**config.mk**
```make
export PLATFORM = sky130hd
export DESIGN_NAME = snes_pad_responder_flat
export DESIGN_NICKNAME = d
export VERILOG_FILES = /design/src/rtl/snes_pkg.sv /design/src/rtl/snes_pad_responder_if.sv /design/src/rtl/sync_edge.sv /design/src/rtl/snes_pad_responder.sv /design/src/flat_wrapper.sv
export SDC_FILE = /design/constraint.sdc
export NUM_CORES = 1
export LEC_CHECK = 0
export CORE_MARGIN = 5
export CORE_UTILIZATION = 56
export CTS_CLUSTER_DIAMETER = 50
export DETAILED_ROUTE_END_ITERATION = 8
export PLACE_DENSITY = 0.87
export SLEW_MARGIN = 15
export SYNTH_ARGS = -nofsm -noshare
export SYNTH_HDL_FRONTEND = slang
export SYNTH_HIERARCHICAL = 1
export SYNTH_SLANG_ARGS = --single-unit
```
**constraint.sdc**
```tcl
create_clock -name clk -period 2.34 [get_ports clk]
set_clock_uncertainty 0.05 [all_clocks]
set_input_delay 0.468 -clock clk [delete_from_list [all_inputs] [get_ports clk]]
set_output_delay 0.468 -clock clk [all_outputs]
set_load 0.05 [all_outputs]
```
**src/rtl/snes_pkg.sv**
```systemverilog
// Shared SNES pad definitions: button bit positions, frame layout and the
// responder state encoding. The SNES reader imports the same button indices.
package snes_pkg;

    // Button bit positions within a 12-bit button word (bit 0 is B).
    typedef enum int {
        BTN_B      = 0,
        BTN_Y      = 1,
        BTN_SELECT = 2,
        BTN_START  = 3,
        BTN_UP     = 4,
        BTN_DOWN   = 5,
        BTN_LEFT   = 6,
        BTN_RIGHT  = 7,
        BTN_A      = 8,
        BTN_X      = 9,
        BTN_L      = 10,
        BTN_R      = 11
    } snes_btn_e;

    localparam int         SNES_NUM_BUTTONS = 12;
    localparam int         SNES_FRAME_BITS  = 16;
    localparam logic [3:0] SNES_ID_BITS     = 4'b1111;

    typedef enum logic [1:0] {
        IDLE,
        LATCH,
        SHIFT,
        DONE
    } snes_state_t;

    // Active-low frame as it leaves the pad: ID bits on top, buttons LSB-first.
    function automatic logic [SNES_FRAME_BITS-1:0] snes_frame(
        input logic [SNES_NUM_BUTTONS-1:0] btn
    );
        return {SNES_ID_BITS, ~btn};
    endfunction

endpackage

```
**src/rtl/snes_pad_responder_if.sv**
```systemverilog
// Pad connector signals. The host (console or our reader) drives latch and
// shift clock; the pad answers on serial_data.
interface snes_pad_responder_if;

    logic data_latch;
    logic snes_clk;
    logic serial_data;

    modport master (
        output data_latch,
        output snes_clk,
        input  serial_data
    );

    modport slave (
        input  data_latch,
        input  snes_clk,
        output serial_data
    );

endinterface

```
**src/rtl/sync_edge.sv**
```systemverilog
// Multi-flop synchronizer for an asynchronous input, followed by one extra
// flop so that single-cycle rise/fall pulses can be derived from the level.
module sync_edge #(
    parameter int   SYNC_STAGES = 2,
    parameter logic INIT        = 1'b0
) (
    input  logic clk,
    input  logic reset_n,
    input  logic din,
    output logic level,
    output logic rise,
    output logic fall
);

    logic [SYNC_STAGES-1:0] chain;
    logic                   prev;

    // Shift the raw input through the synchronizer and remember the last level.
    always_ff @(posedge clk or negedge reset_n) begin
        if (!reset_n) begin
            chain <= {SYNC_STAGES{INIT}};
            prev  <= INIT;
        end else begin
            chain <= {chain[SYNC_STAGES-2:0], din};
            prev  <= chain[SYNC_STAGES-1];
        end
    end

    assign level = chain[SYNC_STAGES-1];
    assign rise  = level & ~prev;
    assign fall  = ~level & prev;

endmodule

```
**src/rtl/snes_pad_responder.sv**
```systemverilog
// Emulated 12-button SNES pad. Answers the host's latch / shift-clock
// sequence with active-low serial button data, abandoning a frame if the
// host stops clocking for TIMEOUT cycles.
module snes_pad_responder
    import snes_pkg::*;
#(
    parameter int          SYNC_STAGES = 2,
    parameter logic [15:0] TIMEOUT     = 16'd50000
) (
    input  logic                        clk,
    input  logic                        reset_n,
    snes_pad_responder_if.slave         pad,
    input  logic [SNES_NUM_BUTTONS-1:0] buttons,
    output logic [SNES_NUM_BUTTONS-1:0] latched_buttons,
    output logic                        frame_done,
    output logic                        busy
);

    logic latch_s, latch_rise, latch_fall;
    logic sclk_s, sclk_rise, sclk_fall;
    logic unused_edges;

    snes_state_t                state;
    logic [SNES_FRAME_BITS-1:0] sr;
    logic [4:0]                 bitcnt;
    logic [15:0]                tocnt;

    sync_edge #(
        .SYNC_STAGES (SYNC_STAGES),
        .INIT        (1'b0)
    ) u_latch_sync (
        .clk     (clk),
        .reset_n (reset_n),
        .din     (pad.data_latch),
        .level   (latch_s),
        .rise    (latch_rise),
        .fall    (latch_fall)
    );

    // Shift clock idles high, so its synchronizer resets high to avoid a
    // spurious rise right after reset.
    sync_edge #(
        .SYNC_STAGES (SYNC_STAGES),
        .INIT        (1'b1)
    ) u_sclk_sync (
        .clk     (clk),
        .reset_n (reset_n),
        .din     (pad.snes_clk),
        .level   (sclk_s),
        .rise    (sclk_rise),
        .fall    (sclk_fall)
    );

    assign unused_edges = &{1'b0, latch_rise, sclk_s, sclk_fall};

    // Frame FSM: latch has priority over timeout, timeout over shift clock.
    always_ff @(posedge clk or negedge reset_n) begin
        if (!reset_n) begin
            state           <= IDLE;
            sr              <= '1;
            bitcnt          <= '0;
            tocnt           <= '0;
            latched_buttons <= '0;
            frame_done      <= 1'b0;
            busy            <= 1'b0;
        end else begin
            frame_done <= 1'b0;
            if (tocnt != TIMEOUT) begin
                tocnt <= tocnt + 16'd1;
            end

            if (latch_s) begin
                // Reload continuously while latch is high; last cycle wins.
                state  <= LATCH;
                busy   <= 1'b1;
                sr     <= snes_frame(buttons);
                bitcnt <= '0;
                if (state != LATCH) begin
                    tocnt <= '0;
                end
            end else begin
                case (state)
                    IDLE: begin
                        sr <= '1;
                    end
                    LATCH: begin
                        if (latch_fall) begin
                            state           <= SHIFT;
                            bitcnt          <= '0;
                            tocnt           <= '0;
                            latched_buttons <= buttons;
                        end
                    end
                    SHIFT, DONE: begin
                        if (tocnt == TIMEOUT) begin
                            state <= IDLE;
                            busy  <= 1'b0;
                            sr    <= '1;
                            tocnt <= '0;
                        end else if (sclk_rise) begin
                            tocnt <= '0;
                            // In DONE the line stays low and rises are ignored.
                            if (state == SHIFT) begin
                                sr     <= {1'b0, sr[SNES_FRAME_BITS-1:1]};
                                bitcnt <= bitcnt + 5'd1;
                                if (bitcnt == 5'(SNES_FRAME_BITS - 1)) begin
                                    state      <= DONE;
                                    frame_done <= 1'b1;
                                end
                            end
                        end
                    end
                    default: begin
                        state <= IDLE;
                        busy  <= 1'b0;
                        sr    <= '1;
                    end
                endcase
            end
        end
    end

    // Registered line driver: always presents the current LSB of the frame.
    always_ff @(posedge clk or negedge reset_n) begin
        if (!reset_n) begin
            pad.serial_data <= 1'b1;
        end else begin
            pad.serial_data <= sr[0];
        end
    end

endmodule

```
**src/flat_wrapper.sv**
```systemverilog
// flat-port wrapper written by rule: the top's interface ports become plain ports
module snes_pad_responder_flat import snes_pkg::*;
#(
    parameter int          SYNC_STAGES = 2,
    parameter logic [15:0] TIMEOUT     = 16'd50000
)
  (clk, reset_n, buttons, latched_buttons, frame_done, busy, pad_data_latch, pad_snes_clk, pad_serial_data);
  snes_pad_responder_if pad_i ();
  input  logic clk;
  input  logic reset_n;
  input  logic [SNES_NUM_BUTTONS-1:0] buttons;
  output logic [SNES_NUM_BUTTONS-1:0] latched_buttons;
  output logic frame_done;
  output logic busy;
  input wire logic [$bits(pad_i.data_latch)-1:0] pad_data_latch;
  input wire logic [$bits(pad_i.snes_clk)-1:0] pad_snes_clk;
  output wire logic [$bits(pad_i.serial_data)-1:0] pad_serial_data;
  assign pad_i.data_latch = pad_data_latch;
  assign pad_i.snes_clk = pad_snes_clk;
  assign pad_serial_data = pad_i.serial_data;
  snes_pad_responder #(.SYNC_STAGES(SYNC_STAGES), .TIMEOUT(TIMEOUT)) u_core (.clk(clk), .reset_n(reset_n), .pad(pad_i), .buttons(buttons), .latched_buttons(latched_buttons), .frame_done(frame_done), .busy(busy));
endmodule
```
* Yosys cells after proc, flatten, opt, wreduce, memory -nomap -nowiden
Cells that the tools add are included.
** Operators by class
- Add/sub/neg operators :: 2
- Eq/ne operators :: 14
- Mux-type cells :: 34
- Bitwise operators :: 5
- Reduce and logical (&&, ||, !) cells :: 11
** Operator list (number)
- $mux W16 :: 10
- $pmux W16 S2 :: 2
- $mux W5 :: 5
- $add A16 B1 Y16 const B :: 1
- $eq A16 B16 Y1 const B :: 1
- $ne A16 B16 Y1 const B :: 1
- $mux W2 :: 6
- $ne A4 B2 Y1 const B :: 3
- $not A12 Y12 :: 1
- $pmux W5 S2 :: 1
- $reduce_and A5 Y1 :: 2
- $mux W1 :: 9
- $ne A3 B2 Y1 const B :: 3
- $reduce_and A3 Y1 :: 2
- $reduce_bool A3 Y1 :: 2
- $add A5 B1 Y5 const B :: 1
- $eq A5 B4 Y1 const B :: 1
- $eq A2 B2 Y1 const B :: 2
- $pmux W2 S2 :: 1
- $reduce_bool A2 Y1 :: 2
- $ne A3 B3 Y1 const B :: 1
- $and A1 B1 Y1 :: 2
- $eq A2 B1 Y1 const B :: 1
- $logic_not A2 Y1 :: 1
- 4 further kinds :: 5
** Storage, ports and cells
- Bits in registers :: 60
- Input bits :: 16
- Output and inout bits :: 15
- Word-level logic and storage cells :: 78

* Depth between registers and ports, before layout
- Depth after elaboration :: 7
- Gate-level depth with buffers :: 7
- Depth with buffers taken out :: 6

* Modules after synthesis
The synthesis kept the hierarchy.
** By module, submodules not included
- snes_pad_responder :: instances 1, cells each 244, area each 2696.3 um^2, seq. area each 1372.6 um^2
- sync_edge at u_core.u_sclk_sync :: instances 1, cells each 5, area each 93.8 um^2, seq. area each 78.8 um^2
- sync_edge at u_core.u_latch_sync :: instances 1, cells each 5, area each 90.1 um^2, seq. area each 75.1 um^2

* Worst setup path before layout
No wires, ideal clock.
- Kind :: register -> register
- Start :: register u_core.tocnt[0]
- End :: register u_core.sr[10]
- Library setup time :: 0.086 ns
- Arrival :: 1.655 ns
- Data required time :: 2.204 ns
- Slack :: 0.549 ns
- Stages on the path, launching flop included :: 8
- Buffers on the path :: 1
- Clock period less this slack :: 1.791 ns
- Cell sequence :: dfrtp_1 inv_1 ha_1 and3_1 and4_4 a211oi_2 buf_6 a2111o_1
** On the way
- Word-level cells in the longest chain between the ends :: 4
- Elaborated cells between the ends (all ways) :: 7
- Those cells by class :: 3 x eq/ne; 3 x mux; 1 x reduce/logical
** Ends and longest elaborated chain
- start: declaration :: RTL line snes_pad_responder.sv:26 : logic [15:0] tocnt;
- start signal: assignment :: RTL line snes_pad_responder.sv:69 : tocnt <= tocnt + 16'd1;
- $eq A16 B16 Y1 (*) :: RTL line snes_pad_responder.sv:95 : if (tocnt == TIMEOUT) begin
- $mux W16 :: RTL line snes_pad_responder.sv:95
- $pmux W16 S2 :: RTL line snes_pad_responder.sv:82 : case (state)
- $mux W16 :: RTL line snes_pad_responder.sv:72 : if (latch_s) begin
- end signal: assignment :: RTL line snes_pad_responder.sv:76 : sr <= snes_frame(buttons);
- end signal: assignment :: RTL line snes_pad_responder.sv:104 : sr <= {1'b0, sr[SNES_FRAME_BITS-1:1]};
- end: declaration :: RTL line snes_pad_responder.sv:24 : logic [SNES_FRAME_BITS-1:0] sr;
Every way passes the cells marked *; elsewhere a longest branch is shown, timed or not.
A chain may end at the register's enable or synchronous reset.

* Final worst setup path
- Start :: register u_core.pad.serial_data
- End :: output port pad_serial_data
** RTL lines
- start: declaration :: RTL line snes_pad_responder_if.sv:18 : output serial_data
- start signal: assignment :: RTL line snes_pad_responder.sv:128 : pad.serial_data <= sr[0];
- end: declaration :: RTL line flat_wrapper.sv:17 : output wire logic [$bits(pad_i.serial_data)-1:0] pad_serial_data;
No word-level cell between the ends.

==> out/metrics.csv <==
metric;value;unit
outcome;complete, no violations;
cpMaxStageDelayCell;clkdlybuf4s50_1;
vdd_drop_max;656;uV
drt-vias-per-instance;5.67;
initial_core_util;0.568;
synth_area;2870;sq um
final_common_cell;dfrtp_1;
hold_buffers;0;
hold_class;in -> async;
p_per_area;882;nW/um^2
slew_viol_final;0;
critPathBufInv;1;
end_kind;primary output;
r2r-end;u_core/sr[4]$_DFFE_PN1P_;
worst_ep_required_time;1820;ps
io_buffers;30;
grtUsageTotal;0.198;
met1_usage;0.256;
grt_pass1_vias;2127;
cts_resized;0;
numCtsBuffers;9;
cap_violations;0;
critPathTopFamily;buffers and inverters;
post-cts-setup-buffers;0;
reg2reg_depth;6;
cts_tree;yes;
cts_sinks;60;
cts-htree-levels;3;
clockRootBuffer;clkbuf_8;
post-route-min-period;2160;ps
clk_pin_slew;70;ps
die_y;81.5;microns
num_antenna_cells;0;
drt_pass1_iterations;4;
crit_type;reg -> out;
drive_above_1_share;0.223;
core;5040;sq um
dieArea;6650;sq um
fp-row-count;26;
pin_count;31;
grt_overflow_total;0;
gp_congestion;0.843;
grt_pass1_wl;9750;microns
hold_viol;0;
worstReg2RegStart;u_core/tocnt[0]$_DFF_PN0_;
clockBufferDepth;2;
worstSetupStartpoint;u_core/pad.serial_data$_DFF_PN1_;
synth_cells;252;
fill_cells;353;
syn2layout_area_growth;21.6;%
nets;307;
leakagePower;1.46;nW
critical_path.max_stage_delay;790;ps
wirelength;5710;microns
layout_common_cells;dfrtp_1, clkdlybuf4s50_1, nor2_1;
drtAntennaViolNets;0;
die_w;81.5;microns
finalSetupViolations;0;
critPathArrivalTime;1640;ps
antenna_found_initial;0;
vias;2054;
grt.busiest_layer;met2;
wl_per_cell;15.8;microns
post-route-period-util;0.923;
synth_area_per_cell;11.4;sq um
critical_path.startpoint_type;register;
crit_cells;1;
crit_path_end;pad_serial_data;
grtUsageMet3;0.0625;
total_power;0.00307;W
max_freq;463;MHz
drt_iter0_drc;195;
yosysWarningCount;6;
rrSetupSlack;220;ps
worstPathCellList;clkdlybuf4s50_1;
worst_pin_slew;898;ps
dp_hpwl;3800;microns
setup_tns;0;ps
rsz0062_at_grt;no;
critPathMaxFanout;1;
synth_fp_nets;272;
insertion_delay;340;ps
grt_max_degree;61;
drcViolationCount;0;
relSlewSlack;0.397;
met2_usage;0.308;
[state kept, by name, indices dropped and copies added, names as in the netlist, 2 cells and up]
signal                     count
u_core/latched_buttons        12
u_core/bitcnt                  5
u_core/state                   2
u_core/sr                     16
u_core/tocnt                  16
u_core/u_sclk_sync/chain       2
u_core/u_latch_sync/chain      2
[area by class of cell]
cell class                      instances  area, sq um  area share
Sequential cell                        60         1530       0.438
Multi-Input combinational cell        173         1270       0.364
Timing Repair Buffer                   35          345      0.0991
Clock buffer                           12          155      0.0445
Tap cell                               70         87.6      0.0251
Clock inverter                          4         72.6      0.0208
Inverter                                8         30.0     0.00862
[routing by layer]
| layer | vias up | part of all wire |
|---|---|---|
| li1 | 975 | - |
| met1 | 1027 | 0.46 |
| met2 | 40 | 0.48 |
| met3 | 12 | 0.044 |
| met4 | 0 | 0.015 |
| met5 | - | 0 |
[worst min-delay path by stage]
stage | startpoint | end | slack, ps
after CTS | reset_n | u_core/latched_buttons[11]$_DFFE_PN0P_ | 80
after floorplan | reset_n | u_core/bitcnt[0]$_DFFE_PN0P_ | 120
after global routing | reset_n | u_core/latched_buttons[1]$_DFFE_PN0P_ | 90
final | reset_n | u_core/latched_buttons[4]$_DFFE_PN0P_ | 80
after detailed placement | u_core/u_latch_sync/chain[0]$_DFF_PN0_ | u_core/u_latch_sync/chain[1]$_DFF_PN0_ | 290
after global placement | u_core/u_latch_sync/chain[0]$_DFF_PN0_ | u_core/u_latch_sync/chain[1]$_DFF_PN0_ | 290
[report_power, final]
group	internal [W]	leakage (nW)	switching (W)	total, W
clock network	0.000656	0.113	0.000386	0.00104
registers	0.00120	0.723	0.000128	0.00133
logic	0.000290	0.627	0.000411	0.000701
total	0.00215	1.46	0.000925	0.00307
[through the flow]
step                      std cells  hold WS (ps)  worst slack (ps)  instance area [sq um]  utilization
final                           362          77.0               179                   3480        0.691
after global routing            362          93.0              97.7                   3480        0.691
after CTS                       362          77.2              38.1                   3480        0.689
after detailed placement        346           287              68.2                   3250        0.644
after global placement          346           286               203                   3250        0.644
after floorplan                 252           122               549                   2870            -
No activity file was read; power rests on OpenSTA's default activity.
